File: config.mk
export PLATFORM = sky130hd
export DESIGN_NAME = seq_accumulator
export DESIGN_NICKNAME = d
export VERILOG_FILES = /design/src/rtl/seq_accumulator.sv
export SDC_FILE = /design/constraint.sdc
export NUM_CORES = 1
export LEC_CHECK = 0
export ABC_AREA = 1
export BUFFER_PORTS_ARGS = -buffer_cell sky130_fd_sc_hd__buf_4
export CORE_MARGIN = 10
export CORE_UTILIZATION = 52
export CTS_CLUSTER_DIAMETER = 150
export DETAILED_ROUTE_END_ITERATION = 6
export PLACE_DENSITY = 0.86
export SYNTH_ARGS = -nofsm -noshare
export SYNTH_HDL_FRONTEND = slang
export SYNTH_SLANG_ARGS = --single-unit
File: constraint.sdc
create_clock -name clk_in -period 5.47 [get_ports clk_in]
set_input_delay 1.094 -clock clk_in [delete_from_list [all_inputs] [get_ports clk_in]]
set_output_delay 1.094 -clock clk_in [all_outputs]
set_load 0.01 [all_outputs]
File: src/rtl/seq_accumulator.sv
// Burst accumulator: sums a valid/ready operand stream per burst and emits one
// registered result (sum, beat count, sticky carry) per burst.

module ripple_carry_adder #(
    parameter int unsigned DATA_WIDTH = 8
) (
    input  logic [DATA_WIDTH-1:0] a_in,
    input  logic [DATA_WIDTH-1:0] b_in,
    input  logic                  carry_in,
    output logic [DATA_WIDTH-1:0] sum_out,
    output logic                  carry_out
);

    logic [DATA_WIDTH:0] carry;

    assign carry[0] = carry_in;

    // One full-adder cell per bit, carry rippling upward
    for (genvar i = 0; i < DATA_WIDTH; i++) begin : g_fa
        assign sum_out[i]   = a_in[i] ^ b_in[i] ^ carry[i];
        assign carry[i+1]   = (a_in[i] & b_in[i]) | (carry[i] & (a_in[i] ^ b_in[i]));
    end

    assign carry_out = carry[DATA_WIDTH];

endmodule

module seq_accumulator #(
    parameter int unsigned DATA_WIDTH = 8,
    parameter int unsigned ACC_WIDTH  = 16,
    parameter int unsigned MAX_COUNT  = 16
) (
    input  logic                                  clk_in,
    input  logic                                  rst_n_in,
    input  logic                                  op_valid_in,
    output logic                                  op_ready_out,
    input  logic [DATA_WIDTH-1:0]                 op_data_in,
    input  logic                                  op_last_in,
    output logic                                  res_valid_out,
    input  logic                                  res_ready_in,
    output logic [ACC_WIDTH-1:0]                  res_sum_out,
    output logic [$clog2(MAX_COUNT+1)-1:0]        res_count_out,
    output logic                                  res_overflow_out
);

    localparam int unsigned CW = $clog2(MAX_COUNT + 1);

    localparam logic [1:0] IDLE  = 2'd0;
    localparam logic [1:0] ACCUM = 2'd1;
    localparam logic [1:0] HOLD  = 2'd2;

    logic [1:0]           state, state_d;
    logic [ACC_WIDTH-1:0] acc, acc_d;
    logic [CW-1:0]        count, count_d;
    logic                 ovf, ovf_d;
    logic                 ready, ready_d;
    logic                 valid, valid_d;

    logic [ACC_WIDTH-1:0] add_a;
    logic [ACC_WIDTH-1:0] add_b;
    logic [ACC_WIDTH-1:0] add_sum;
    logic                 add_carry;
    logic                 accept;
    logic [CW-1:0]        count_inc;
    logic                 closing;

    // A fresh burst starts from zero regardless of any stale accumulator value
    assign add_a = (state == IDLE) ? ACC_WIDTH'(0) : acc;
    assign add_b = ACC_WIDTH'(op_data_in);

    ripple_carry_adder #(
        .DATA_WIDTH (ACC_WIDTH)
    ) u_adder (
        .a_in      (add_a),
        .b_in      (add_b),
        .carry_in  (1'b0),
        .sum_out   (add_sum),
        .carry_out (add_carry)
    );

    assign accept    = op_valid_in & ready;
    assign count_inc = count + CW'(1);
    // count is zero in IDLE, so this also covers MAX_COUNT == 1 on the first beat
    assign closing   = op_last_in | (count_inc == CW'(MAX_COUNT));

    always_ff @(posedge clk_in or negedge rst_n_in) begin
        if (!rst_n_in) begin
            state <= IDLE;
            acc   <= '0;
            count <= '0;
            ovf   <= 1'b0;
            ready <= 1'b0;
            valid <= 1'b0;
        end else begin
            state <= state_d;
            acc   <= acc_d;
            count <= count_d;
            ovf   <= ovf_d;
            ready <= ready_d;
            valid <= valid_d;
        end
    end

    always_comb begin
        state_d = state;
        acc_d   = acc;
        count_d = count;
        ovf_d   = ovf;
        valid_d = valid;

        case (state)
            IDLE: begin
                if (accept) begin
                    acc_d   = add_sum;
                    count_d = count_inc;
                    ovf_d   = 1'b0;
                    if (closing) begin
                        state_d = HOLD;
                        valid_d = 1'b1;
                    end else begin
                        state_d = ACCUM;
                    end
                end
            end
            ACCUM: begin
                if (accept) begin
                    acc_d   = add_sum;
                    count_d = count_inc;
                    ovf_d   = ovf | add_carry;
                    if (closing) begin
                        state_d = HOLD;
                        valid_d = 1'b1;
                    end
                end
            end
            HOLD: begin
                if (res_ready_in) begin
                    acc_d   = '0;
                    count_d = '0;
                    ovf_d   = 1'b0;
                    valid_d = 1'b0;
                    state_d = IDLE;
                end
            end
            default: begin
                acc_d   = '0;
                count_d = '0;
                ovf_d   = 1'b0;
                valid_d = 1'b0;
                state_d = IDLE;
            end
        endcase

        ready_d = (state_d != HOLD);
    end

    assign op_ready_out     = ready;
    assign res_valid_out    = valid;
    assign res_sum_out      = acc;
    assign res_count_out    = count;
    assign res_overflow_out = ovf;

endmodule

==> results of run 1 <==
worst max-delay path: cells and delay by family:
kind                       cells  cell delay [ns]
adders and majority gates     16             3.91
buffers and inverters          3             0.20
and+or+nand+nor                1             0.08
AOI/OAI and AO/OA              1             0.06
metrics by stage:
step	hold slack, ns	total power [mW]
6_report	0.545	0.635
5_1_grt	0.572	0.689
4_1_cts	0.548	0.644
3_5_place_dp	0.515	0.548
3_3_place_gp	0.503	0.530
2_1_floorplan	0.499	0.425
cells in the final DEF, fill, tap and decap left out, drive strengths merged:
cell,Yosys,final
o41ai,1,1
inv,30,30
dfrtp,26,26
clkbuf,1,4
o211ai,1,1
ha,10,10
nand2,38,38
o22ai,2,2
a21oi,2,2
fa,7,7
a22o,1,1
buf,3,37
nor2,13,13
nand3,4,4
o21ai,19,19
nand4,2,2
state kept, by name, summed over array words and instances, names as in the netlist:
signal	cells
res_sum_out	16
state	2
res_count_out	5
res_valid_out	1
res_overflow_out	1
op_ready_out	1
path summary, 6_finish.rpt:
| kind | start | endpoint | cells after the start |
|---|---|---|---|
| setup reg to reg | state[1]$_DFF_PN0_ | res_sum_out[15]$_DFFE_PN0P_ | 21 |
| max in group asynchronous | rst_n_in | res_sum_out[11]$_DFFE_PN0P_ | 1 |
| min in group asynchronous | rst_n_in | res_sum_out[2]$_DFFE_PN0P_ | 1 |
| hold / removal | res_sum_out[2]$_DFFE_PN0P_ | res_sum_out[2]$_DFFE_PN0P_ | 2 |
| setup / recovery | op_data_in[0] | res_sum_out[15]$_DFFE_PN0P_ | 21 |
| hold reg to reg | res_sum_out[2]$_DFFE_PN0P_ | res_sum_out[2]$_DFFE_PN0P_ | 2 |
layout make-up:
type | count | share of cell area [%]
inverter | 30 | 6.29
multi-input combinational | 100 | 37.6
clock buffer | 4 | 2.03
timing repair buffer | 37 | 15.5
tap | 31 | 2.17
sequential | 26 | 36.4
power by group:
| group | total [mW] | switching (mW) | internal, mW |
|---|---|---|---|
| logic | 0.256 | 0.142 | 0.114 |
| clock network | 0.0955 | 0.0548 | 0.0407 |
| registers | 0.283 | 0.0445 | 0.238 |
| total | 0.635 | 0.242 | 0.393 |
metal layers:
metal  up-vias  part of all wire, %  routed length, µm  GRT usage, %
met5         -                    0                  0             0
met4         0                  2.2                 72          5.49
met3         9                  6.9                223          4.35
met2        33                   53               1740          22.7
met1       573                   37               1220          13.1
li1        575                    -                  -             -
logic make-up after synthesis:
| kind of cell | after synthesis | synth area share [%] |
|---|---|---|
| simple gates | 57 | 15.8 |
| buf+inv | 34 | 9.80 |
| compound gates | 26 | 12.0 |
| flops | 26 | 44.3 |
| fa+ha+maj | 17 | 18.1 |
==> run summary, run 1 <==
Max Root-Sink Buffers - 2
Post-Place Setup Slack - -0.00290 ns
Synth Warn # - 0
Minimum clock period - 5.12 ns
Final cell count without fillers - 228
VDD IR-drop max - 0.277 mV
Status - finished, final reports clean
Hold Crit Class - flip-flop to flip-flop
First-pass GRT wire length - 5.54 mm
Startpoint Class - primary input
Iteration-0 DRC Markers - 58
Final Skew - 0.00880 ns
CTS buffer count - 3
Achievable frequency - 0.195 GHz
Routed WL per cell - 14.2 µm
P per Cell Area - 355 nW/µm²
Mean Syn Cell Area - 9.17 µm²
PortBufs - 36
Site Rows - 19
CTS clk-pin slew, worst paths - 0.14 ns
FF/Latch Area - 651 µm²
CTS hold repair buffers - 0
Vias per std cell - 5.22
Count leader, synth - nand2_1
Largest net degree at the start of global routing - 27
Placed cells - 224
Final max-slew violation count - 0
Worst path arrival time - 5.33 ns
Lkg Pwr - 0.946 nW
Post-synth top area share - 44.3%
Critical path class - primary input to flip-flop
Post-Syn Instances - 160
Detailed Routing Iterations Pass 1 - 4
Worst Path Max Fanout - 1
Commonest cells post-synth - nand2_1, inv_1, dfrtp_1
CTS root buf - clkbuf_4
Filler cells - 221
Sequential share of the synthesized area - 44.3%
Die Ht - 73.1 µm
Die W - 73.1 µm
Synth area leader - dfrtp_1
Number of synthesized flops with an enable pin - 0
Final hold vios - 0
Die area - 5350 µm²
Crit-path max cell delay - 0.41 ns
Top-Level Pins - 37
Worst EP required - 5.68 ns
GR Overflow Total - 0
Area of the multi-input gates - 673 µm²
CTS tree - built
Ant diodes - 0
RSZ-0062 raised after global routing - no
CP Cell Sequence - buf_4 -> ha_1 -> inv_1 -> fa_1 -> fa_1 -> fa_1 -> fa_1 -> fa_1 -> fa_1 -> inv_1 -> fa_1 -> ha_1 -> ha_1 -> ha_1 -> ha_1 -> ha_1 -> ha_1 -> ha_1 -> ha_1 -> nand2_1 -> o21ai_2
Flops & latches, synth - 26
Number of global-route vias before repair - 1295
Total Wirelength - 3.25 mm
Post-DRT Antenna Nets - 0
CP most frequent cell - ha_1
Net Count, Synth - 190
Reg-to-reg slack, setup - 0.50 ns
CTS H-tree lvls - 1
Initial antenna violation count - 0
Max_slew headroom - 38.0%
DP HPWL - 2.62 mm
Synth Cell Area - 1470 µm²
Max cap viols - 0
Worst slew pin tran - 0.927 ns
Fin crit share - 93.6%
Post-route setup TNS - 0 ns
Share of cells above drive strength 1 - 27.4%
Setup violators final - 0
Post-layout util - 65.4%
Vias - 1190
Global-route usage over all layers - 12.7%
Syn-to-layout area delta - 21.9%
Setup ws final - 0.348 ns
Placer congestion estimate - 0.814
CTS resizes - 0
Clk_lat worst skew - 0.32 ns
Core Box Area - 2730 µm²
Initial Util - 53.7%
Slowest-stage cell, CP - fa_1
# DRC - 0
Sink Count - 26
Dpl cell area - 1750 µm²
Count of cell types in the netlist - 21
Post-CTS setup buffers - 0
Post-synthesis async set-or-reset flop share - 100%
Final instance area - 1790 µm²
Ranking of synthesized cells by area - dfrtp_1, fa_1, nand2_1
Crit path capture type - flip-flop
Net count, final - 228
Main synth FF type - dfrtp_1
Power figures use the tool's default switching activity.
==> inputs of run 2 (changes only) <==
clock period = 5.3 ns   (was 5.47 ns; I/O delays follow)
==> run summary, run 2 (synthesis results as in run 1) <==
VDD IR-drop max - 0.267 mV
Hold Crit Class - flip-flop to flip-flop
Slowest-stage cell, CP - fa_1
Net count, final - 228
# DRC - 0
Commonest non-fill, non-tap cell in the layout - buf_4
CP Cell Sequence - buf_4 -> ha_1 -> inv_1 -> fa_1 -> fa_1 -> fa_1 -> fa_1 -> fa_1 -> fa_1 -> inv_1 -> fa_1 -> ha_1 -> ha_1 -> ha_1 -> ha_1 -> ha_1 -> ha_1 -> ha_1 -> ha_1 -> nand2_1 -> o21ai_2
GR Overflow Total - 0
Die area - 5350 µm²
Filler cells - 217
Startpoint Class - primary input
CTS root buf - clkbuf_4
CTS hold repair buffers - 0
Site Rows - 19
Max_slew headroom - 38.6%
Final cell count without fillers - 228
First-pass GRT wire length - 5.51 mm
Post-CTS setup buffers - 0
Min-Delay Endpoint - res_overflow_out$_DFFE_PN0P_
Reg2reg end - res_sum_out[15]$_DFFE_PN0P_
Critical hold path startpoint - res_overflow_out$_DFFE_PN0P_
Number of global-route vias before repair - 1291
Vias per std cell - 5.14
Minimum clock period - 5.09 ns
Top cell family by delay on the critical path - adder cells
Global-route usage over all layers - 12.7%
Worst path arrival time - 5.30 ns
Most frequent cells in the layout - buf_4, nand2_1, inv_1, dfrtp_1, nor2_1
PortBufs - 36
Core Box Area - 2730 µm²
Hold_ws - 0.554 ns
Worst Path Max Fanout - 1
Achievable frequency - 0.197 GHz
Status - finished, final reports clean
Total Wirelength - 3.25 mm
CTS resizes - 0
RSZ-0062 raised after global routing - no
Die Ht - 73.1 µm
CP most frequent cell - ha_1
Detailed Routing Iterations Pass 1 - 4
Final max-slew violation count - 0
Setup violators final - 0
Lkg Pwr - 0.946 nW
Worst EP required - 5.51 ns
Initial antenna violation count - 0
Final Skew - 0.00336 ns
Worst slew pin tran - 0.918 ns
Sink Count - 26
Share of cells above drive strength 1 - 27.4%
Die W - 73.1 µm
CTS clk-pin slew, worst paths - 0.13 ns
Final hold vios - 0
Max Root-Sink Buffers - 2
Vias - 1173
CP Buf/Inv Count - 3
Max cap viols - 0
Critical path class - primary input to flip-flop
WHS Path Cells - 2
Top-Level Pins - 37
Ant diodes - 0
Syn-to-layout area delta - 21.9%
Max reg flops - 16
Crit-path max cell delay - 0.41 ns
P per Cell Area - 366 nW/µm²
CTS H-tree lvls - 1
Power Total - 0.655 mW
Setup ws final - 0.212 ns
RR Startpoint - state[1]$_DFF_PN0_
Post-Place Setup Slack - -0.139 ns
Initial Util - 53.7%
Critical path depth - 21
Clk_lat worst skew - 0.31 ns
Iteration-0 DRC Markers - 48
Cell depth of the worst flop-to-flop path - 22
Reg-to-reg slack, setup - 0.35 ns
Routed WL per cell - 14.3 µm
Crit path capture type - flip-flop
Post-DRT Antenna Nets - 0
CTS tree - built
Placer congestion estimate - 0.814
Placed cells - 224
DP HPWL - 2.62 mm
Largest net degree at the start of global routing - 27
CTS buffer count - 3
Fin crit share - 96.0%
## run 2: cell counts in the layout (fill, tap and decap cells not counted)
No cell type changed its count.
## run 2: report_power, final
part / total [mW] / switching, mW / leakage (nW) / internal (mW)
Combinational: 0.264 / 0.147 / 0.583 / 0.117
Clock: 0.0983 / 0.0564 / 0.0210 / 0.0419
Sequential: 0.293 / 0.0468 / 0.342 / 0.246
## run 2: layout make-up
cell class / instances / area [µm²] / area share (%)
well taps: 31 / 38.8 / 2.17
multi-input cells: 100 / 673 / 37.6
flip-flops and latches: 26 / 651 / 36.4
repair buffers: 37 / 278 / 15.5
inverters: 30 / 113 / 6.29
clock buffers: 4 / 36.3 / 2.03
## run 2: worst max-delay path by stage
stage             startpoint                          end  slack (ns)
6_report       op_data_in[0]  res_sum_out[15]$_DFFE_PN0P_        0.21
5_1_grt        op_data_in[0]  res_sum_out[15]$_DFFE_PN0P_        0.05
4_1_cts        op_data_in[0]  res_sum_out[15]$_DFFE_PN0P_        0.21
3_5_place_dp   op_data_in[0]  res_sum_out[15]$_DFFE_PN0P_       -0.14
3_3_place_gp   op_data_in[0]  res_sum_out[15]$_DFFE_PN0P_        0.04
2_1_floorplan  op_data_in[0]  res_sum_out[15]$_DFFE_PN0P_        0.21
## run 2: worst reg2reg max path: cells and delay by family (launching register included)
family,cells,cell delay (ns)
adders and majority gates,16,3.91
DFF,1,0.45
AOI/OAI and AO/OA,1,0.06
buffers and inverters,2,0.12
and+or+nand+nor,3,0.30
## run 2: metal layers
layer | part of all wire (%) | up-vias | global-route usage [%]
met5 | 0 | - | 0
met4 | 1.9 | 0 | 5.49
met3 | 6.5 | 8 | 3.81
met2 | 54 | 26 | 22.5
met1 | 38 | 568 | 13.4
li1 | - | 571 | -
## run 2: through the flow
step	area (µm²)	TNS [ns]	utilization [%]
floorplan	1470	0	-
global placement	1750	0	64.1
detailed placement	1750	-0.225	64.1
CTS	1790	0	65.4
global route	1790	0	65.4
finish	1790	0	65.4
